==> config.mk <==
export PLATFORM = sky130hd
export DESIGN_NAME = snn_mac_scheduler
export DESIGN_NICKNAME = d
export VERILOG_FILES = /design/src/rtl/snn_mac_scheduler.sv
export SDC_FILE = /design/constraint.sdc
export NUM_CORES = 1
export LEC_CHECK = 0
export CAP_MARGIN = 20
export CORE_AREA = 4 4 127 129
export DETAILED_ROUTE_END_ITERATION = 16
export DIE_AREA = 0 0 131 133
export GPL_TIMING_DRIVEN = 0
export PLACE_DENSITY = 0.71
export SLEW_MARGIN = 30
export SYNTH_ARGS = -nofsm -noshare
export SYNTH_HDL_FRONTEND = slang
export SYNTH_SLANG_ARGS = --single-unit
==> constraint.sdc <==
create_clock -name clk -period 5.3 [get_ports clk]
set_clock_uncertainty 0.2 [all_clocks]
set_input_delay 1.06 -clock clk [delete_from_list [all_inputs] [get_ports clk]]
set_output_delay 1.06 -clock clk [all_outputs]
set_load 0.005 [all_outputs]
==> src/rtl/snn_mac_scheduler.sv <==
// Spiking-neuron timestep scheduler: feeds NGROUP spike/weight groups to an external
// MAC, accumulates the tagged results, then applies leak, saturation and threshold.
module snn_mac_scheduler #(
  parameter int S      = 5,
  parameter int WIDTH  = 8,
  parameter int NGROUP = 4,
  parameter int LAT    = 3,
  parameter int VW     = 16
) (
  input  logic                        clk,
  input  logic                        rst_n,
  input  logic                        start,
  input  logic signed [VW-1:0]        thresh,
  input  logic [2:0]                  leak_shift,
  input  logic                        in_valid,
  output logic                        in_ready,
  input  logic [S-1:0]                in_spikes,
  output logic [$clog2(NGROUP)-1:0]   w_addr,
  input  logic [S*WIDTH-1:0]          w_data,
  output logic [S-1:0]                mac_pixels,
  output logic [S*WIDTH-1:0]          mac_weights,
  input  logic signed [WIDTH+2:0]     mac_sum,
  output logic signed [VW-1:0]        vmem,
  output logic                        spike_out,
  output logic                        spike_valid,
  output logic                        busy,
  output logic                        done,
  output logic [1:0]                  dbg_state
);

  localparam int AW  = $clog2(NGROUP);
  localparam int EXT = VW + 2 - (WIDTH + 3);
  localparam logic signed [VW+2:0] V_MAX = {4'b0000, {(VW-1){1'b1}}};
  localparam logic signed [VW+2:0] V_MIN = {4'b1111, {(VW-1){1'b0}}};

  typedef enum logic [1:0] {
    ST_IDLE   = 2'd0,
    ST_FEED   = 2'd1,
    ST_DRAIN  = 2'd2,
    ST_UPDATE = 2'd3
  } state_t;

  // Handshake: a group transfers on a rising edge where in_valid and in_ready are both 1;
  // in_ready is registered and high only in FEED, in_valid may be held high at any time.
  state_t                  r_state;
  logic                    r_in_ready;
  logic                    r_busy;
  logic                    r_done;
  logic                    r_spike_valid;
  logic                    r_spike_out;
  logic [AW-1:0]           r_cnt;
  logic [LAT-1:0]          r_tag;
  logic signed [VW+1:0]    r_acc;
  logic signed [VW-1:0]    r_vmem;
  logic [S-1:0]            r_pix;
  logic [S*WIDTH-1:0]      r_wts;

  logic                    w_accept;
  logic                    w_last;
  logic [LAT-1:0]          w_tag_next;
  logic signed [VW+1:0]    w_sum_ext;
  logic signed [VW+2:0]    w_vext;
  logic signed [VW+2:0]    w_leak;
  logic signed [VW+2:0]    w_acc_ext;
  logic signed [VW+2:0]    w_v;
  logic signed [VW-1:0]    w_v_sat;
  logic                    w_fire;

  assign w_accept   = in_valid & r_in_ready;
  assign w_last     = (r_cnt == AW'(NGROUP - 1));
  assign w_tag_next = {r_tag[LAT-2:0], w_accept};
  assign w_sum_ext  = {{EXT{mac_sum[WIDTH+2]}}, mac_sum};

  // Membrane update is evaluated at VW+3 bits so leak and acc can never wrap before clamping.
  assign w_vext    = {{3{r_vmem[VW-1]}}, r_vmem};
  assign w_leak    = (leak_shift == 3'd0) ? '0 : (w_vext >>> leak_shift);
  assign w_acc_ext = {r_acc[VW+1], r_acc};
  assign w_v       = w_vext - w_leak + w_acc_ext;

  always_comb begin
    w_v_sat = w_v[VW-1:0];
    if (w_v > V_MAX) begin
      w_v_sat = V_MAX[VW-1:0];
    end else if (w_v < V_MIN) begin
      w_v_sat = V_MIN[VW-1:0];
    end
  end

  assign w_fire = (w_v_sat >= thresh);

  always_ff @(posedge clk or negedge rst_n) begin
    if (!rst_n) begin
      r_state       <= ST_IDLE;
      r_in_ready    <= 1'b0;
      r_busy        <= 1'b0;
      r_done        <= 1'b0;
      r_spike_valid <= 1'b0;
      r_spike_out   <= 1'b0;
      r_cnt         <= '0;
      r_tag         <= '0;
      r_acc         <= '0;
      r_vmem        <= '0;
      r_pix         <= '0;
      r_wts         <= '0;
    end else begin
      r_pix         <= w_accept ? in_spikes : '0;
      r_wts         <= w_accept ? w_data : '0;
      r_done        <= 1'b0;
      r_spike_valid <= 1'b0;
      r_tag         <= w_tag_next;
      if (r_tag[LAT-1]) begin
        r_acc <= r_acc + w_sum_ext;
      end
      case (r_state)
        ST_IDLE: begin
          if (start) begin
            r_state    <= ST_FEED;
            r_in_ready <= 1'b1;
            r_busy     <= 1'b1;
            r_cnt      <= '0;
            r_tag      <= '0;
            r_acc      <= '0;
          end
        end
        ST_FEED: begin
          if (w_accept) begin
            r_cnt <= w_last ? '0 : r_cnt + 1'b1;
            if (w_last) begin
              r_state    <= ST_DRAIN;
              r_in_ready <= 1'b0;
            end
          end
        end
        ST_DRAIN: begin
          if (r_tag == '0) begin
            r_state <= ST_UPDATE;
          end
        end
        ST_UPDATE: begin
          r_vmem        <= w_fire ? '0 : w_v_sat;
          r_spike_out   <= w_fire;
          r_spike_valid <= 1'b1;
          r_done        <= 1'b1;
          r_busy        <= 1'b0;
          r_state       <= ST_IDLE;
        end
        default: r_state <= ST_IDLE;
      endcase
    end
  end

  assign in_ready    = r_in_ready;
  assign w_addr      = r_cnt;
  assign mac_pixels  = r_pix;
  assign mac_weights = r_wts;
  assign vmem        = r_vmem;
  assign spike_out   = r_spike_out;
  assign spike_valid = r_spike_valid;
  assign busy        = r_busy;
  assign done        = r_done;
  assign dbg_state   = r_state;

endmodule

==> key figures, run 1 <==
Die
  • Num ports: ~150
  • Core Area: 15000 um^2
  • Die Wd: about 130 um
  • Die area: between 15000 and 20000 um^2
  • Initial Util: 0.442
  • Die height: roughly 130 um
  • Site Rows: 45

GRT
  • Vias in the first global route: 6003
  • Initial antenna violation count: 0
  • Gr usage total: 0.218
  • Global-route wire length before repair: about 30000 um
  • Pin count of the biggest net entering global routing: 51
  • Grt ovf: 0

Setup path
  • Worst-path fanout max: 8
  • Crit-path slowest cell: or4b_4
  • R2R Path Start: vmem[11]$_DFFE_PN0P_
  • Worst setup SP type: input pin
  • R2R Setup Slk: -820 ps
  • WP data required: ~5400 ps
  • Worst r2r dst: vmem[6]$_DFFE_PN0P_
  • Worst reg2reg path depth: 28
  • Slowest stage delay, CP: around 500 ps
  • Kind of critical path: input pin to flip-flop
  • Worst setup EP type: flip-flop
  • Worst EP arrival: ~6500 ps

Synthesis
  • Ys Warns: 0
  • Sequential area share after synthesis: 0.339
  • Synthesized cell area: approximately 6600 um^2
  • Netlist cell types: between 60 and 70
  • Top area cells in the synthesized netlist: dfrtp_1, ha_1, fa_1
  • Cells after Synth: about 740
  • EDFF count, synth: 0
  • Syn_nets: roughly 900
  • Flop and latch count out of synthesis: 90
  • Ys async rst share: 1.00
  • Post-synth top area cell: dfrtp_1
  • Main synth FF type: dfrtp_1
  • Syn_area_per_cell: 8.95 um^2
  • Synth top area share: 0.339

Timing
  • Final Max Slew Viols: 0
  • Fin Hold WS: 279 ps
  • Final period utilization: 1.21
  • Setup tns final: -18560 ps
  • RSZ-0062 raised after global routing: yes
  • Max_slew headroom: 0.553
  • Max Clk Rate: 155 MHz
  • Period minus WS final: between 6000 and 7000 ps
  • Tightest Pin Transition: ~670 ps
  • Final Hold Fails: 0
  • Final setup vio count: 17
  • Final WS setup: -1130 ps

Outcome
  • Status: finished, violations left
  • Failing checks: negative setup slack

Routing
  • Initial DRC Count: 420
  • Drt via density: between 5 and 6
  • Max layer used: met4
  • Number of remaining DRC errors: 0
  • Wire length on met2: between 8000 and 9000 um
  • Initial DRT Pass Iterations: 5
  • Detail Route Antenna Nets: 0
  • Routed Wire Length: 19000 um
  • Met3 WL post-DR: 2240 um
  • Wire per inst: ~17 um
  • Met1 WL: about 7300 um
  • Vias: 6112

Clock network
  • Max Root-Sink Buffers: 2
  • H-tree depth: 3
  • Clock root buffer: clkbuf_16
  • CTS sink cnt: 90
  • CTS buffer count: 9
  • Worst-path clk slew: roughly 70 ps
  • Worst skew pair latency: 350 ps
  • CTS tree: done
  • Hold buffers post-CTS: 0

Cells and area
  • Final Cell Area: ~9300 um^2
  • Number of antenna diodes: 0
  • Area delta synth->final: 40.1%
  • Layout cells sized above 1: 0.122
  • Final Core Density: 0.619
  • Nets: ~1100

Placement
  • Instance area at placement: around 8500 um^2
  • Final estimated routing congestion in global placement: 0.896
  • Port bufs: between 100 and 150
  • Detail Placement HPWL: 14700 um

Run
  • MaxCap Viol Count: 0

Worst hold path
  • Hold Crit Class: flip-flop to flip-flop
  • Hold path startpoint: r_tag[1]$_DFF_PN0_
  • WHS Endpoint: r_tag[2]$_DFF_PN0_
  • Hold depth: 1
==> synthesized netlist by cell type, types with 2 or more instances <==
master and instances:
a2111oi_0 4, a211oi_1 5, a21o_1 27, a21oi_1 58, a221o_1 2, a221oi_1 4, a22o_1 8, a31oi_1 7
a31oi_2 2, a32o_1 3, and2_1 6, and3_1 51, buf_1 2, buf_2 2, clkbuf_1 22, dfrtp_1 90
fa_1 20, ha_1 57, inv_1 97, mux2i_1 21, nand2_1 35, nand2b_1 2, nand3_1 12, nand3b_1 2
nand4_1 7, nand4b_1 2, nor2_1 76, nor2b_1 4, nor3_1 5, o211ai_1 2, o21a_1 8, o21ai_0 25
o21bai_1 5, o22ai_1 8, o31ai_1 4, o32ai_1 6, xnor2_1 19, xor2_1 8
==> layout make-up <==
| class | count | area [um^2] |
|---|---|---|
| fillers | 1293 | 5720 |
| multi-input cells | 528 | 4250 |
| flip-flops and latches | 90 | 2250 |
| repair buffers | 173 | 1720 |
| inverters | 98 | 369 |
| well taps | 188 | 235 |
| clock buffers | 9 | 225 |
| plain buffers | 27 | 180 |
| clock inverters | 7 | 81.3 |
==> per-layer routing <==
layer | vias up | GRT usage
li1 | 2959 | -
met1 | 2860 | 0.259
met2 | 259 | 0.350
met3 | 34 | 0.0925
met4 | 0 | 0.0766
met5 | - | 0
==> cells by family (layout without fill, tap and decap cells) <==
group / count (synthesis) / count (layout) / synth area share
AND/OR/NAND/NOR: 212 / 212 / 0.159
AO/OA/AOI/OAI: 190 / 190 / 0.194
buffers and inverters: 125 / 314 / 0.0715
flip-flops: 90 / 90 / 0.339
adder cells (fa/ha/maj): 77 / 77 / 0.168
XOR/XNOR: 28 / 28 / 0.0380
multiplexers: 21 / 21 / 0.0316
==> flip-flops by register name (all words and copies together) (netlist names) <==
register / cells
mac_weights: 40
r_acc: 18
vmem: 16
mac_pixels: 5
r_tag: 3
dbg_state: 2
w_addr: 2
busy: 1
in_ready: 1
spike_out: 1
spike_valid: 1
==> cell usage in the layout, fill, tap and decap left out, types with 5 or more instances in the layout <==
cell             Yosys  final
a21o_1              27     27
a21oi_1             58     50
a21oi_2              1      7
a22o_1               8      8
a31oi_1              7      7
and2_1               6      5
and3_1              51     50
buf_4                1     27
clkbuf_1            22     17
clkbuf_16            0     10
clkdlybuf4s50_1      0    144
dfrtp_1             90     90
fa_1                20     19
ha_1                57     51
ha_4                 0      5
inv_1               97     96
mux2i_1             21     15
nand2_1             35     35
nand3_1             12     10
nand4_1              7      7
nor2_1              76     70
nor2_2               0      5
nor3_1               5      5
o21a_1               8      7
o21ai_0             25     21
o32ai_1              6      6
xnor2_1             19     19
xor2_1               8      8
==> through the flow <==
| step | setup slack (ps) | std cells |
|---|---|---|
| 2_1_floorplan | -932 | 743 |
| 3_3_place_gp | -2810 | 1078 |
| 3_5_place_dp | -2780 | 1079 |
| 4_1_cts | -1160 | 1108 |
| 5_1_grt | -1430 | 1120 |
| 6_report | -1130 | 1120 |
==> critical path, delay by kind of cell <==
family | cells | cell delay (ps)
mux | 2 | 440
buf+inv | 4 | 510
simple gates | 7 | 1600
fa+ha+maj | 3 | 940
compound gates | 12 | 1920
==> how the worst max path moves through the flow <==
stage / end / from / slack, ps / cells after the start
after floorplan: vmem[0]$_DFFE_PN0P_ / leak_shift[0] / -930 / 28
after global placement: vmem[0]$_DFFE_PN0P_ / leak_shift[0] / -2810 / 27
after detailed placement: vmem[0]$_DFFE_PN0P_ / leak_shift[0] / -2780 / 29
after CTS: vmem[0]$_DFFE_PN0P_ / leak_shift[0] / -1160 / 29
after global routing: vmem[0]$_DFFE_PN0P_ / leak_shift[0] / -1430 / 31
final: vmem[6]$_DFFE_PN0P_ / leak_shift[0] / -1130 / 28
==> what timing repair did <==
| action | 4_1_cts | 5_1_grt |
|---|---|---|
| gates cloned | 1 | 0 |
| pin swaps | 21 | 17 |
| setup buffers | 12 | 12 |
| setup endpoints to repair | 17 | 17 |
| resized for setup | 49 | 24 |
Power of run 1 is left out: the tool's default activity adds up to more than one toggle a clock period on the data nets, which glitch-free logic cannot reach.
==> inputs of run 2 (changes only) <==
Settings changed: CORE_AREA 4 4 127 129 to 4 4 134 123, DIE_AREA 0 0 131 133 to 0 0 138 127.
==> run 2 against run 1 <==
  * The run still ends with negative setup slack left
  * Cell area is 1.8% higher
  * Die area grew 0.59%
  * Sequential cell count unchanged
  * Critical path type unchanged
  * Sequential share of layout area fell by 0.43 points
  * Largest cell class unchanged
  * Clock-buffer cell count up 1
  * Global-route usage grew 0.22 points
  * Setup slack worse by 83 ps
  * Non-clock buffer count up 1
  * Register-to-register slack lost 190 ps
  * Critical path depth up 3
  * Core utilization grew 0.55 points
==> key figures, run 2 (same netlist as run 1, synthesis figures left out) <==
Outcome
  • Status: finished, violations left
  • Failing checks: negative setup slack

Placement
  • Detail Placement HPWL: between 10000 and 15000 um
  • Final estimated routing congestion in global placement: ~0.9
  • Port bufs: 147

Routing
  • Detail Route Antenna Nets: 0
  • Drt via density: between 5 and 6
  • Vias: about 6100
  • Wire per inst: 17.5 um
  • Initial DRC Count: between 400 and 500
  • Routed Wire Length: 19800 um
  • Initial DRT Pass Iterations: 5
  • Number of remaining DRC errors: 0

Worst hold path
  • Hold Crit Class: flip-flop to flip-flop
  • Hold path startpoint: r_tag[1]$_DFF_PN0_
  • WHS Endpoint: r_tag[2]$_DFF_PN0_
  • Hold depth: 1

Die
  • Site Rows: 43
  • Initial Util: 0.438
  • Num ports: 149
  • Die Wd: around 140 um
  • Die area: between 15000 and 20000 um^2
  • Core Area: between 15000 and 20000 um^2
  • Die height: roughly 130 um

Clock network
  • Worst-path clk slew: around 70 ps
  • CTS sink cnt: 90
  • Max Root-Sink Buffers: 2
  • Hold buffers post-CTS: 0
  • CTS tree: done
  • Worst skew pair latency: between 300 and 400 ps
  • H-tree depth: 3
  • Clock root buffer: clkbuf_16
  • CTS buffer count: 9

Setup path
  • Worst setup EP type: flip-flop
  • Worst setup SP type: input pin
  • R2R Setup Slk: -1010 ps
  • Worst-path fanout max: 8
  • Crit-path slowest cell: or4b_4
  • CP startpoint: leak_shift[0]
  • Worst EP arrival: ~6600 ps
  • Slowest stage delay, CP: approximately 500 ps
  • WP data required: ~5400 ps
  • Kind of critical path: input pin to flip-flop
  • Worst reg2reg path depth: 29
  • R2R Path Start: vmem[10]$_DFFE_PN0P_
  • Worst r2r dst: vmem[0]$_DFFE_PN0P_

GRT
  • Grt ovf: 0
  • Pin count of the biggest net entering global routing: 65
  • Gr usage total: 0.220
  • Vias in the first global route: just over 6000
  • Global-route wire length before repair: 31200 um
  • Initial antenna violation count: 0

Cells and area
  • Nets: about 1100
  • Filler instances: between 1000 and 1500
  • Commonest non-fill, non-tap cell in the layout: clkdlybuf4s50_1
  • Layout cells sized above 1: 0.143
  • Area delta synth->final: 42.6%
  • Most frequent cells in the layout: clkdlybuf4s50_1, inv_1, dfrtp_1
  • Number of antenna diodes: 0
  • Number of flip-flops in the largest register: 40

Timing
  • Final setup vio count: 17
  • Final WS setup: -1220 ps
  • Final period utilization: 1.23
  • Period minus WS final: about 6500 ps
  • Tightest Pin Transition: just over 700 ps
  • Max_slew headroom: 0.518
  • RSZ-0062 raised after global routing: yes
  • Max Clk Rate: around 150 MHz
  • Final Max Slew Viols: 0
  • Final Hold Fails: 0
  • Fin Hold WS: around 300 ps

Run
  • MaxCap Viol Count: 0
[run 2: cell count changes in the layout (fill, tap and decap cells not counted), moves of 3 or more]
cell and change:
buf_4 -7, inv_6 -3, nor2_2 +5, o32ai_1 -5
o32ai_2 +5, nor2_1 -7, inv_1 -3, buf_6 +8
[run 2: how the worst max path moves through the flow]
stage,endpoint,cells after the start
after floorplan,vmem[0]$_DFFE_PN0P_,28
after global placement,vmem[0]$_DFFE_PN0P_,28
after detailed placement,vmem[3]$_DFFE_PN0P_,28
after CTS,vmem[0]$_DFFE_PN0P_,29
after global routing,vmem[0]$_DFFE_PN0P_,29
final,vmem[0]$_DFFE_PN0P_,31
[run 2: per-stage QoR]
| stage | TNS, ps | instance area (um^2) | utilization | setup WS (ps) | cells |
|---|---|---|---|---|---|
| finish | -19510 | 9480 | 0.625 | -1220 | 1134 |
| global route | -23110 | 9480 | 0.625 | -1440 | 1134 |
| CTS | -17540 | 9250 | 0.610 | -1130 | 1129 |
| detailed placement | -42720 | 8550 | 0.563 | -2650 | 1093 |
| global placement | -78750 | 8520 | 0.562 | -2640 | 1092 |
| floorplan | -13330 | 6800 | - | -932 | 743 |
[run 2: critical path: cells and delay by family]
kind	cells	cell delay, ps
AOI/OAI and AO/OA	11	1760
and+or+nand+nor	8	1450
adders and majority gates	4	1100
buffers and inverters	6	750
muxes	2	470
[run 2: repair_timing]
action	in CTS	in global routing
gates resized for setup	64	40
pin swaps	32	36
endpoints found under the setup margin	17	17
buffers inserted	20	5
cloned	1	0
[run 2: cell type report]
type                            instances  area (um^2)  share of cell area
Buffer                                 27          185              0.0195
Multi-Input combinational cell        528         4370               0.461
Clock inverter                          5         62.6             0.00660
Timing Repair Buffer                  174         1740               0.184
Clock buffer                           10          239              0.0252
Inverter                               98          372              0.0392
Tap cell                              202          253              0.0267
Sequential cell                        90         2250               0.238
[run 2: metal layers]
layer	global-route usage	wire [um]	up-vias
met5	0	0	-
met4	0.0587	303	0
met3	0.0715	1750	22
met2	0.358	9250	196
met1	0.285	8510	2885
li1	-	-	2947
Power of run 2 is left out for the same reason.
